**config.mk**
```make
export PLATFORM = sky130hd
export DESIGN_NAME = arcade_cfg_loader
export DESIGN_NICKNAME = d
export VERILOG_FILES = /design/src/rtl/arcade_cfg_pkg.sv /design/src/rtl/arcade_cfg_loader.sv
export SDC_FILE = /design/constraint.sdc
export NUM_CORES = 1
export LEC_CHECK = 0
export CAP_MARGIN = 10
export CORE_ASPECT_RATIO = 1.5
export CORE_MARGIN = 4
export CORE_UTILIZATION = 25
export CTS_CLUSTER_SIZE = 40
export DETAILED_ROUTE_END_ITERATION = 8
export GPL_TIMING_DRIVEN = 0
export PLACE_DENSITY_LB_ADDON = 0.2
export SLEW_MARGIN = 10
export SYNTH_ARGS = -nofsm -noshare
export SYNTH_HDL_FRONTEND = slang
export SYNTH_SLANG_ARGS = --single-unit
```
**constraint.sdc**
```tcl
create_clock -name clk_sys -period 3.3 [get_ports clk_sys]
set_input_delay 0.825 -clock clk_sys [delete_from_list [all_inputs] [get_ports clk_sys]]
set_output_delay 0.825 -clock clk_sys [all_outputs]
set_load 0.01 [all_outputs]
```
**src/rtl/arcade_cfg_pkg.sv**
```systemverilog
// Shared types and helpers for the arcade configuration loader.
// State encoding, default ioctl indices and the mod one-hot decoder.
package arcade_cfg_pkg;

    typedef enum logic [1:0] {
        ST_RUN    = 2'd0,
        ST_LOAD   = 2'd1,
        ST_SETTLE = 2'd2
    } cfg_state_t;

    localparam logic [7:0] ROM_IDX_DEF = 8'd0;
    localparam logic [7:0] MOD_IDX_DEF = 8'd1;
    localparam logic [7:0] DIP_IDX_DEF = 8'd254;

    // Widest one-hot an 8-bit id can address; callers truncate to their own width.
    localparam int unsigned ONEHOT_MAX = 256;

    function automatic logic [ONEHOT_MAX-1:0] onehot_decode(input logic [7:0] id,
                                                          input int unsigned n);
        logic [ONEHOT_MAX-1:0] v;
        v = '0;
        if (32'(id) < n) begin
            v[id] = 1'b1;
        end
        return v;
    endfunction

endpackage

```
**src/rtl/arcade_cfg_loader.sv**
```systemverilog
// Captures mod/DIP bytes from the ioctl stream into shadows, commits them atomically
// when a download ends, and holds the game core in reset around ROM/mod loads.
module arcade_cfg_loader
    import arcade_cfg_pkg::*;
#(
    parameter int unsigned          NUM_MODS      = 32,
    parameter int unsigned          DIP_BYTES     = 8,
    parameter logic [DIP_BYTES*8-1:0] DIP_RESET   = '1,
    parameter logic [7:0]           ROM_INDEX     = ROM_IDX_DEF,
    parameter logic [7:0]           MOD_INDEX     = MOD_IDX_DEF,
    parameter logic [7:0]           DIP_INDEX     = DIP_IDX_DEF,
    parameter int unsigned          SETTLE_CYCLES = 16,
    parameter int unsigned          ADDR_W        = 25
) (
    input  logic                   clk_sys,
    input  logic                   reset_n,
    input  logic                   ioctl_download,
    input  logic                   ioctl_wr,
    input  logic [7:0]             ioctl_index,
    input  logic [ADDR_W-1:0]      ioctl_addr,
    input  logic [7:0]             ioctl_dout,
    output logic [7:0]             mod_id,
    output logic [NUM_MODS-1:0]    mod_onehot,
    output logic                   mod_err,
    output logic [DIP_BYTES*8-1:0] dip,
    output logic                   core_reset,
    output logic                   cfg_ready
);

    localparam int unsigned CNT_W = (SETTLE_CYCLES > 1) ? $clog2(SETTLE_CYCLES) : 1;

    cfg_state_t          state_reg, state_next;
    logic [CNT_W-1:0]    settle_cnt_reg, settle_cnt_next;
    logic                commit;

    logic                dirty_mod_reg, dirty_mod_next;
    logic                dirty_dip_reg, dirty_dip_next;
    logic                rom_seen_reg, rom_seen_next;
    logic [7:0]          mod_shadow_reg;
    logic [7:0]          mod_id_reg;
    logic [NUM_MODS-1:0] mod_onehot_reg;
    logic                mod_err_reg;
    logic                core_reset_reg, core_reset_next;
    logic                cfg_ready_reg;

    logic wr_mod, wr_dip, wr_rom;

    assign wr_mod = ioctl_wr && (ioctl_index == MOD_INDEX);
    assign wr_dip = ioctl_wr && (ioctl_index == DIP_INDEX) && (ioctl_addr < ADDR_W'(DIP_BYTES));
    assign wr_rom = ioctl_wr && (ioctl_index == ROM_INDEX);

    always_comb begin
        state_next      = state_reg;
        settle_cnt_next = '0;
        commit          = 1'b0;
        case (state_reg)
            ST_RUN: begin
                if (ioctl_download) state_next = ST_LOAD;
            end
            ST_LOAD: begin
                if (!ioctl_download) begin
                    commit     = 1'b1;
                    state_next = (rom_seen_reg || dirty_mod_reg) ? ST_SETTLE : ST_RUN;
                end
            end
            ST_SETTLE: begin
                if (ioctl_download) begin
                    state_next = ST_LOAD;
                end else if (settle_cnt_reg == CNT_W'(SETTLE_CYCLES - 1)) begin
                    state_next = ST_RUN;
                end else begin
                    settle_cnt_next = settle_cnt_reg + 1'b1;
                end
            end
            default: state_next = ST_SETTLE;
        endcase
    end

    // A write landing on the commit cycle survives as pending for the next download.
    assign dirty_mod_next  = (dirty_mod_reg && !commit) || wr_mod;
    assign dirty_dip_next  = (dirty_dip_reg && !commit) || wr_dip;
    assign rom_seen_next   = (rom_seen_reg  && !commit) || wr_rom;
    assign core_reset_next = (state_next == ST_SETTLE) ||
                             ((state_next == ST_LOAD) && rom_seen_next);

    always_ff @(posedge clk_sys or negedge reset_n) begin
        if (!reset_n) begin
            state_reg      <= ST_SETTLE;
            settle_cnt_reg <= '0;
            dirty_mod_reg  <= 1'b0;
            dirty_dip_reg  <= 1'b0;
            rom_seen_reg   <= 1'b0;
            mod_shadow_reg <= 8'd0;
            mod_id_reg     <= 8'd0;
            mod_onehot_reg <= NUM_MODS'(1);
            mod_err_reg    <= 1'b0;
            core_reset_reg <= 1'b1;
            cfg_ready_reg  <= 1'b0;
        end else begin
            state_reg      <= state_next;
            settle_cnt_reg <= settle_cnt_next;
            dirty_mod_reg  <= dirty_mod_next;
            dirty_dip_reg  <= dirty_dip_next;
            rom_seen_reg   <= rom_seen_next;
            core_reset_reg <= core_reset_next;
            cfg_ready_reg  <= (state_next == ST_RUN);
            if (wr_mod) mod_shadow_reg <= ioctl_dout;
            if (commit && dirty_mod_reg) begin
                mod_id_reg     <= mod_shadow_reg;
                mod_onehot_reg <= NUM_MODS'(onehot_decode(mod_shadow_reg, NUM_MODS));
                mod_err_reg    <= (32'(mod_shadow_reg) >= NUM_MODS);
            end
        end
    end

    // One shadow/committed byte pair per DIP lane.
    genvar gi;
    generate
        for (gi = 0; gi < DIP_BYTES; gi++) begin : g_dip
            logic [7:0] shadow_reg;
            logic [7:0] byte_reg;

            always_ff @(posedge clk_sys or negedge reset_n) begin
                if (!reset_n) begin
                    shadow_reg <= DIP_RESET[gi*8 +: 8];
                    byte_reg   <= DIP_RESET[gi*8 +: 8];
                end else begin
                    if (wr_dip && (ioctl_addr == ADDR_W'(gi))) shadow_reg <= ioctl_dout;
                    if (commit && dirty_dip_reg) byte_reg <= shadow_reg;
                end
            end

            assign dip[gi*8 +: 8] = byte_reg;
        end
    endgenerate

    assign mod_id     = mod_id_reg;
    assign mod_onehot = mod_onehot_reg;
    assign mod_err    = mod_err_reg;
    assign core_reset = core_reset_reg;
    assign cfg_ready  = cfg_ready_reg;

endmodule

```
==> results of run 1 <==
## kinds of logic after synthesis
logic type | Yosys count
AOI/OAI and AO/OA | 41
xor gates and xnor gates | 2
adders and majority gates | 1
buffers and inverters | 16
DFF | 188
muxes | 144
and+or+nand+nor | 93
## area by class of cell
class	count	area [µm²]	area share (%)
clock inverters	15	177.7	1.750
multi-input cells	281	2589	25.50
repair buffers	151	1534	15.11
well taps	395	494.2	4.868
plain buffers	13	57.56	0.5669
inverters	2	7.507	0.07394
flip-flops and latches	188	4868	47.95
clock buffers	17	425.4	4.190
## worst paths after layout
check                      cells past startpoint  slack (ns)                endpoint
setup / recovery                               5        0.34    g_dip[2].byte_reg[7]
hold / removal                                 1        0.47       settle_cnt_reg[0]
setup reg to reg                               4        0.90    g_dip[2].byte_reg[7]
hold reg to reg                                1        0.47       settle_cnt_reg[0]
max in group asynchronous                      2        2.02  g_dip[4].shadow_reg[0]
min in group asynchronous                      1        0.68    g_dip[1].byte_reg[3]
## worst max-delay path, cell delays in order
cell and delay (ns):
clkdlybuf4s50_1 0.53, nor3b_1 0.56, and2_1 0.62, buf_2 0.40
mux2_2 0.38
## Yosys cell counts (2+ instances only)
cell,count,area (µm²)
mux2_2,136,1531
nor3_1,3,15.01
nand3_1,4,20.02
clkbuf_1,7,26.28
buf_2,6,30.03
nand4b_1,2,17.52
nor4_2,2,25.02
dfstp_2,131,3442
xor2_1,2,17.52
nor2b_1,3,18.77
nand2_1,44,165.2
o21a_1,2,15.01
o21ai_0,34,170.2
nor2_1,4,15.01
and2_1,5,31.28
nor4_4,9,191.4
inv_1,2,7.510
a21o_1,2,15.01
nor3b_1,2,15.01
nand4_4,2,42.54
mux2_4,8,120.1
nor4_1,2,12.51
and4_1,2,17.52
dfrtp_1,57,1426
## cells in the final DEF (no fill, tap or decap), types with 3 or more instances in the layout
cell	instances
nand3_1	4
buf_2	6
and2_1	5
nor4_4	9
clkbuf_1	6
nand2_1	44
dfstp_2	131
nor3_1	3
inv_8	3
nor2_1	4
inv_6	5
clkdlybuf4s50_1	149
dfrtp_1	57
clkbuf_16	17
mux2_2	136
o21ai_0	34
mux2_4	8
nor2b_1	3
## power by group through the flow
stage | logic [mW] | registers (mW) | clock network [mW]
2_1_floorplan | 0.0382 | 2.37 | 0
3_3_place_gp | 0.184 | 2.37 | 0
3_5_place_dp | 0.194 | 2.37 | 0
4_1_cts | 0.194 | 2.33 | 2.19
5_1_grt | 0.206 | 2.33 | 2.28
6_report | 0.185 | 2.33 | 2.10
## layer usage
layer  share of wire [%]  global-route usage [%]
met5                   0                       0
met4                 2.0                   5.067
met3                 5.2                   3.196
met2                  53                   21.37
met1                  40                   13.52
## per-stage QoR
stage	power, mW	area, µm²	setup TNS, ns
floorplan	2.408	7526	0
global placement	2.552	9522	-837.38
detailed placement	2.564	9554	-25.01
CTS	4.712	10160	0
global route	4.818	10150	0
finish	4.619	10150	0
==> reports/metrics.csv, run 1 <==
stage,metric,value,unit
routing,wl_per_cell,18.03,µm
clock_network,h-tree-depth,4,
grt,antenna_found_initial,0,
timing,rsz0062_at_grt,no,
clock_network,post_cts_buffers,0,
final_layout,nets,700,
clock_network,root_buffer,clkbuf_16,
power_and_ir_drop,p_clk_share,45.5,%
grt,grt_pass1_wl,29630,µm
floorplan,die_area,0.03300,mm²
synthesis,synth_edf_count,0,
floorplan,start_util,25.45,%
grt,gr-total-overflow,0,
critical_path,cp.required,3.67,ns
final_layout,syn_to_final_growth,34.91,%
critical_path,end_kind,flop,
floorplan,die_h,220.5,µm
power_and_ir_drop,combPwrFrac,4.0,%
synthesis,synth_area,0.007526,mm²
synthesis,postSynthAreaPerCell,15.52,µm²
critical_path,criticalPathCategory,in -> reg,
final_layout,post-route-util,34.33,%
run_status,status,completed,
placed_design,placed_cells,1031,
final_layout,drive_gt1_share,50.07,%
grt,grt_max_degree,114,
routing,first_pass_iters,4,
timing,clock.fmax,0.3380,GHz
synthesis,seq_area_frac_synth,64.69,%
power_and_ir_drop,leakage,4.109,nW
power_and_ir_drop,sw_frac_of_total,23.32,%
synthesis,ys_types,38,
timing,finalCritPeriodShare,89.64,%
synthesis,ys.flop_type,dfstp_2,
min_path,hold_start,settle_cnt_reg[0],
routing,drc,0,
grt,grt_pass1_vias,5049,
floorplan,io_pins,152,
critical_path,cp.arrival,3.33,ns
power_and_ir_drop,seqPwrFrac,50.5,%
synthesis,ys_seq_elements,188,
timing,skew,0.006492,ns
timing,holdWs,0.4694,ns
routing,ant_nets,0,
clock_network,clk_pin_slew,0.07,ns
clock_network,cts_sinks,188,
floorplan,die_w,149.7,µm
timing,fin_ws,0.3418,ns
timing,slew_viol_final,0,
critical_path,r2r_start,state_reg[0],
routing,vias_per_cell,4.321,
clock_network,cts.hold.buffers_added,0,
critical_path,cp-start-kind,input pin,
final_layout,fillers,2907,
clock_network,clockBufferDepth,2,
critical_path,path_max_fanout,10,
clock_network,cts_resized,0,
synthesis,synth_compound_area_share,3.009,%
power_and_ir_drop,switchingPower,1.077,mW
synthesis,synthCells,485,
placed_design,hpwl,13680,µm
timing,min_period,2.958,ns
routing,drtIter0Drc,117,
timing,worst_pin_slew,0.8326,ns
placed_design,post-place-ws,-0.4396,ns
power_and_ir_drop,p_int,3.541,mW
grt,track_usage,12.01,%
synthesis,synthSimpleGateAreaFrac,9.044,%
power_and_ir_drop,ir_drop,0.3578,mV
routing,vias,4589,
floorplan,floorplan.rows,77,
synthesis,synth_warnings,0,
job,maxCapViolations,0,
synthesis,synth_top_family_by_area,multiplexers,
synthesis,ys_async_sr_fraction,100.0,%
synthesis,synth-xor-area-share,0.2328,%
synthesis,syn_nets,531,
clock_network,insertion_delay,0.44,ns
critical_path,crit_start,ioctl_download,
routing,wl,19150,µm
min_path,min_path_type,reg -> reg,
timing,hold_viol,0,
timing,slew_headroom,44.08,%
timing,setup_viol_count_final,0,
synthesis,synth_mux_area_share,21.95,%
final_layout,instances_no_fill,1062,
clock_network,cts_buffers,17,
synthesis,synthAdderAreaFrac,0.1663,%
power_and_ir_drop,powerDensity,454.9,mW/mm²
clock_network,cts_tree,yes,
placed_design,portBuffers,150,
placed_design,gp_congestion,0.7267,
final_layout,diodes,0,
floorplan,core_area,0.02958,mm²
(Power assumes the default switching activity.)
==> inputs of run 2 (changes only) <==
- CTS_CLUSTER_SIZE: 40 -> not set
- PLACE_DENSITY_LB_ADDON: 0.2 -> not set
==> run 2 against run 1 <==
Compared with the run above:
- critical path depth did not move
- register-to-register slack improved by 0.03 ns
- clock power fell by 7%
- sequential power barely moved
- die area did not move
- total power fell by 3.1%
- maximum frequency rose by 0.94%
- non-clock buffer count did not move
- critical endpoint is now g_dip[1].byte_reg[1]
- largest cell class unchanged
==> reports/metrics.csv, run 2 (synthesis gave the netlist of run 1 again) <==
stage,metric,value,unit,change
run_status,status,completed,,
critical_path,cp.required,3.67,ns,about the same
power_and_ir_drop,leakage,4.085,nW,-0.57%
min_path,min_path_type,in -> async,,
clock_network,post_cts_buffers,0,,unchanged
floorplan,core_area,0.02958,mm²,unchanged
final_layout,fin_area,0.01010,mm²,-0.48%
clock_network,root_buffer,clkbuf_16,,
floorplan,die_w,149.7,µm,unchanged
floorplan,die_h,220.5,µm,unchanged
final_layout,final_common_cell,clkdlybuf4s50_1,,
timing,hold_viol,0,,unchanged
timing,setup_viol_count_final,0,,unchanged
placed_design,dpl_cell_area,0.009554,mm²,unchanged
floorplan,die_area,0.03300,mm²,unchanged
routing,first_pass_iters,4,,unchanged
placed_design,portBuffers,150,,unchanged
timing,slew_headroom,36.35,%,-7.7 points
final_layout,drive_gt1_share,49.78,%,-0.30 points
final_layout,syn_to_final_growth,34.26,%,
clock_network,h-tree-depth,4,,unchanged
placed_design,gp_congestion,0.7471,,+2.8%
routing,drtIter0Drc,137,,+17%
timing,holdWs,0.3521,ns,-0.1173 ns
clock_network,cts_buffers,17,,unchanged
grt,gr-total-overflow,0,,unchanged
final_layout,nets,700,,unchanged
power_and_ir_drop,powerDensity,442.8,mW/mm²,-2.7%
routing,wl_per_cell,17.57,µm,-2.6%
grt,grt_pass1_vias,4914,,-2.7%
floorplan,io_pins,152,,unchanged
timing,finalCritPeriodShare,88.81,%,-0.83 points
routing,drc,0,,unchanged
routing,vias,4498,,-2.0%
placed_design,hpwl,13130,µm,-4.0%
grt,grt_max_degree,100,,-12%
timing,clock.fmax,0.3412,GHz,+0.94%
grt,track_usage,11.87,%,-0.13 points
timing,worst_pin_slew,0.9477,ns,+0.1151 ns
routing,ant_nets,0,,unchanged
clock_network,cts.hold.buffers_added,0,,unchanged
floorplan,floorplan.rows,77,,unchanged
timing,skew,0.01069,ns,+0.004196 ns
timing,slew_viol_final,0,,unchanged
clock_network,cts_resized,0,,unchanged
final_layout,diodes,0,,unchanged
timing,tns,0,ns,unchanged
critical_path,cp.arrival,3.30,ns,-0.03 ns
clock_network,insertion_delay,0.44,ns,about the same
critical_path,criticalPathCategory,in -> reg,,
grt,antenna_found_initial,0,,unchanged
routing,vias_per_cell,4.235,,-2.0%
power_and_ir_drop,fin_total_pwr,4.474,mW,-3.1%
critical_path,end_kind,flop,,
timing,rsz0062_at_grt,no,,
grt,grt_pass1_wl,28930,µm,-2.4%
clock_network,cts_tree,yes,,
job,maxCapViolations,0,,unchanged
timing,min_period,2.931,ns,-0.02747 ns
clock_network,cts_sinks,188,,unchanged
critical_path,r2r_slack,0.93,ns,+0.03 ns
clock_network,clockBufferDepth,2,,unchanged
critical_path,cp-start-kind,input pin,,
power_and_ir_drop,ir_drop,0.3551,mV,-0.76%
floorplan,start_util,25.45,%,unchanged
routing,wl,18660,µm,-2.6%
final_layout,layout_common_cells,"clkdlybuf4s50_1 (149), mux2_2 (136), dfstp_2 (131), dfrtp_1 (57), nand2_1 (44)",,
critical_path,path_max_fanout,10,,unchanged
clock_network,clk_pin_slew,0.07,ns,about the same
==> run 2: worst paths after layout <==
path | endpoint | start | cells after the start
max | g_dip[1].byte_reg[1] | ioctl_download | 5
max in group asynchronous | g_dip[7].shadow_reg[3] | reset_n | 2
min in group clk_sys | settle_cnt_reg[0] | settle_cnt_reg[0] | 1
min reg2reg | settle_cnt_reg[0] | settle_cnt_reg[0] | 1
min | settle_cnt_reg[2] | reset_n | 1
max reg2reg | g_dip[1].byte_reg[1] | state_reg[0] | 4
==> run 2: layout make-up <==
cell class | instances | area [µm²]
Sequential cell | 188 | 4868
Inverter | 2 | 7.507
Tap cell | 395 | 494.2
Clock inverter | 12 | 117.6
Fill cell | 2950 | 19470
Multi-Input combinational cell | 281 | 2589
Buffer | 13 | 57.56
Timing Repair Buffer | 151 | 1534
Clock buffer | 20 | 436.7
==> run 2: through the flow <==
step	std cells	utilization [%]	setup slack, ns
after floorplan	485	-	0.7631
after global placement	1030	32.19	-6.430
after detailed placement	1031	32.30	-0.4759
after CTS	1063	34.18	0.006830
after global routing	1062	34.16	0.08616
final	1062	34.16	0.3692
==> run 2: worst max-delay path, stage by stage <==
cell	delay [ns]
clkdlybuf4s50_1	0.53
nor3b_1	0.55
and2_1	0.60
buf_2	0.41
mux2_2	0.38
==> run 2: per-layer routing <==
layer | vias to the layer above | track usage [%] | routed length [µm]
met5 | - | 0 | 0
met4 | 0 | 5.159 | 403
met3 | 19 | 3.114 | 933
met2 | 109 | 21.31 | 9946
met1 | 2308 | 13.18 | 7380
li1 | 2062 | - | -
==> run 2: power by group <==
part	leakage, nW	switching (mW)	internal (mW)	total, mW
registers	2.14	0.00913	2.32	2.33
logic	1.68	0.112	0.0733	0.185
clock network	0.269	0.908	1.05	1.96
==> inputs of run 3 (changes only) <==
- HOLD_SLACK_MARGIN: not set -> 0.08
==> results of run 3 <==
No change in the layout: final DEF, timing and power equal those of run 2.
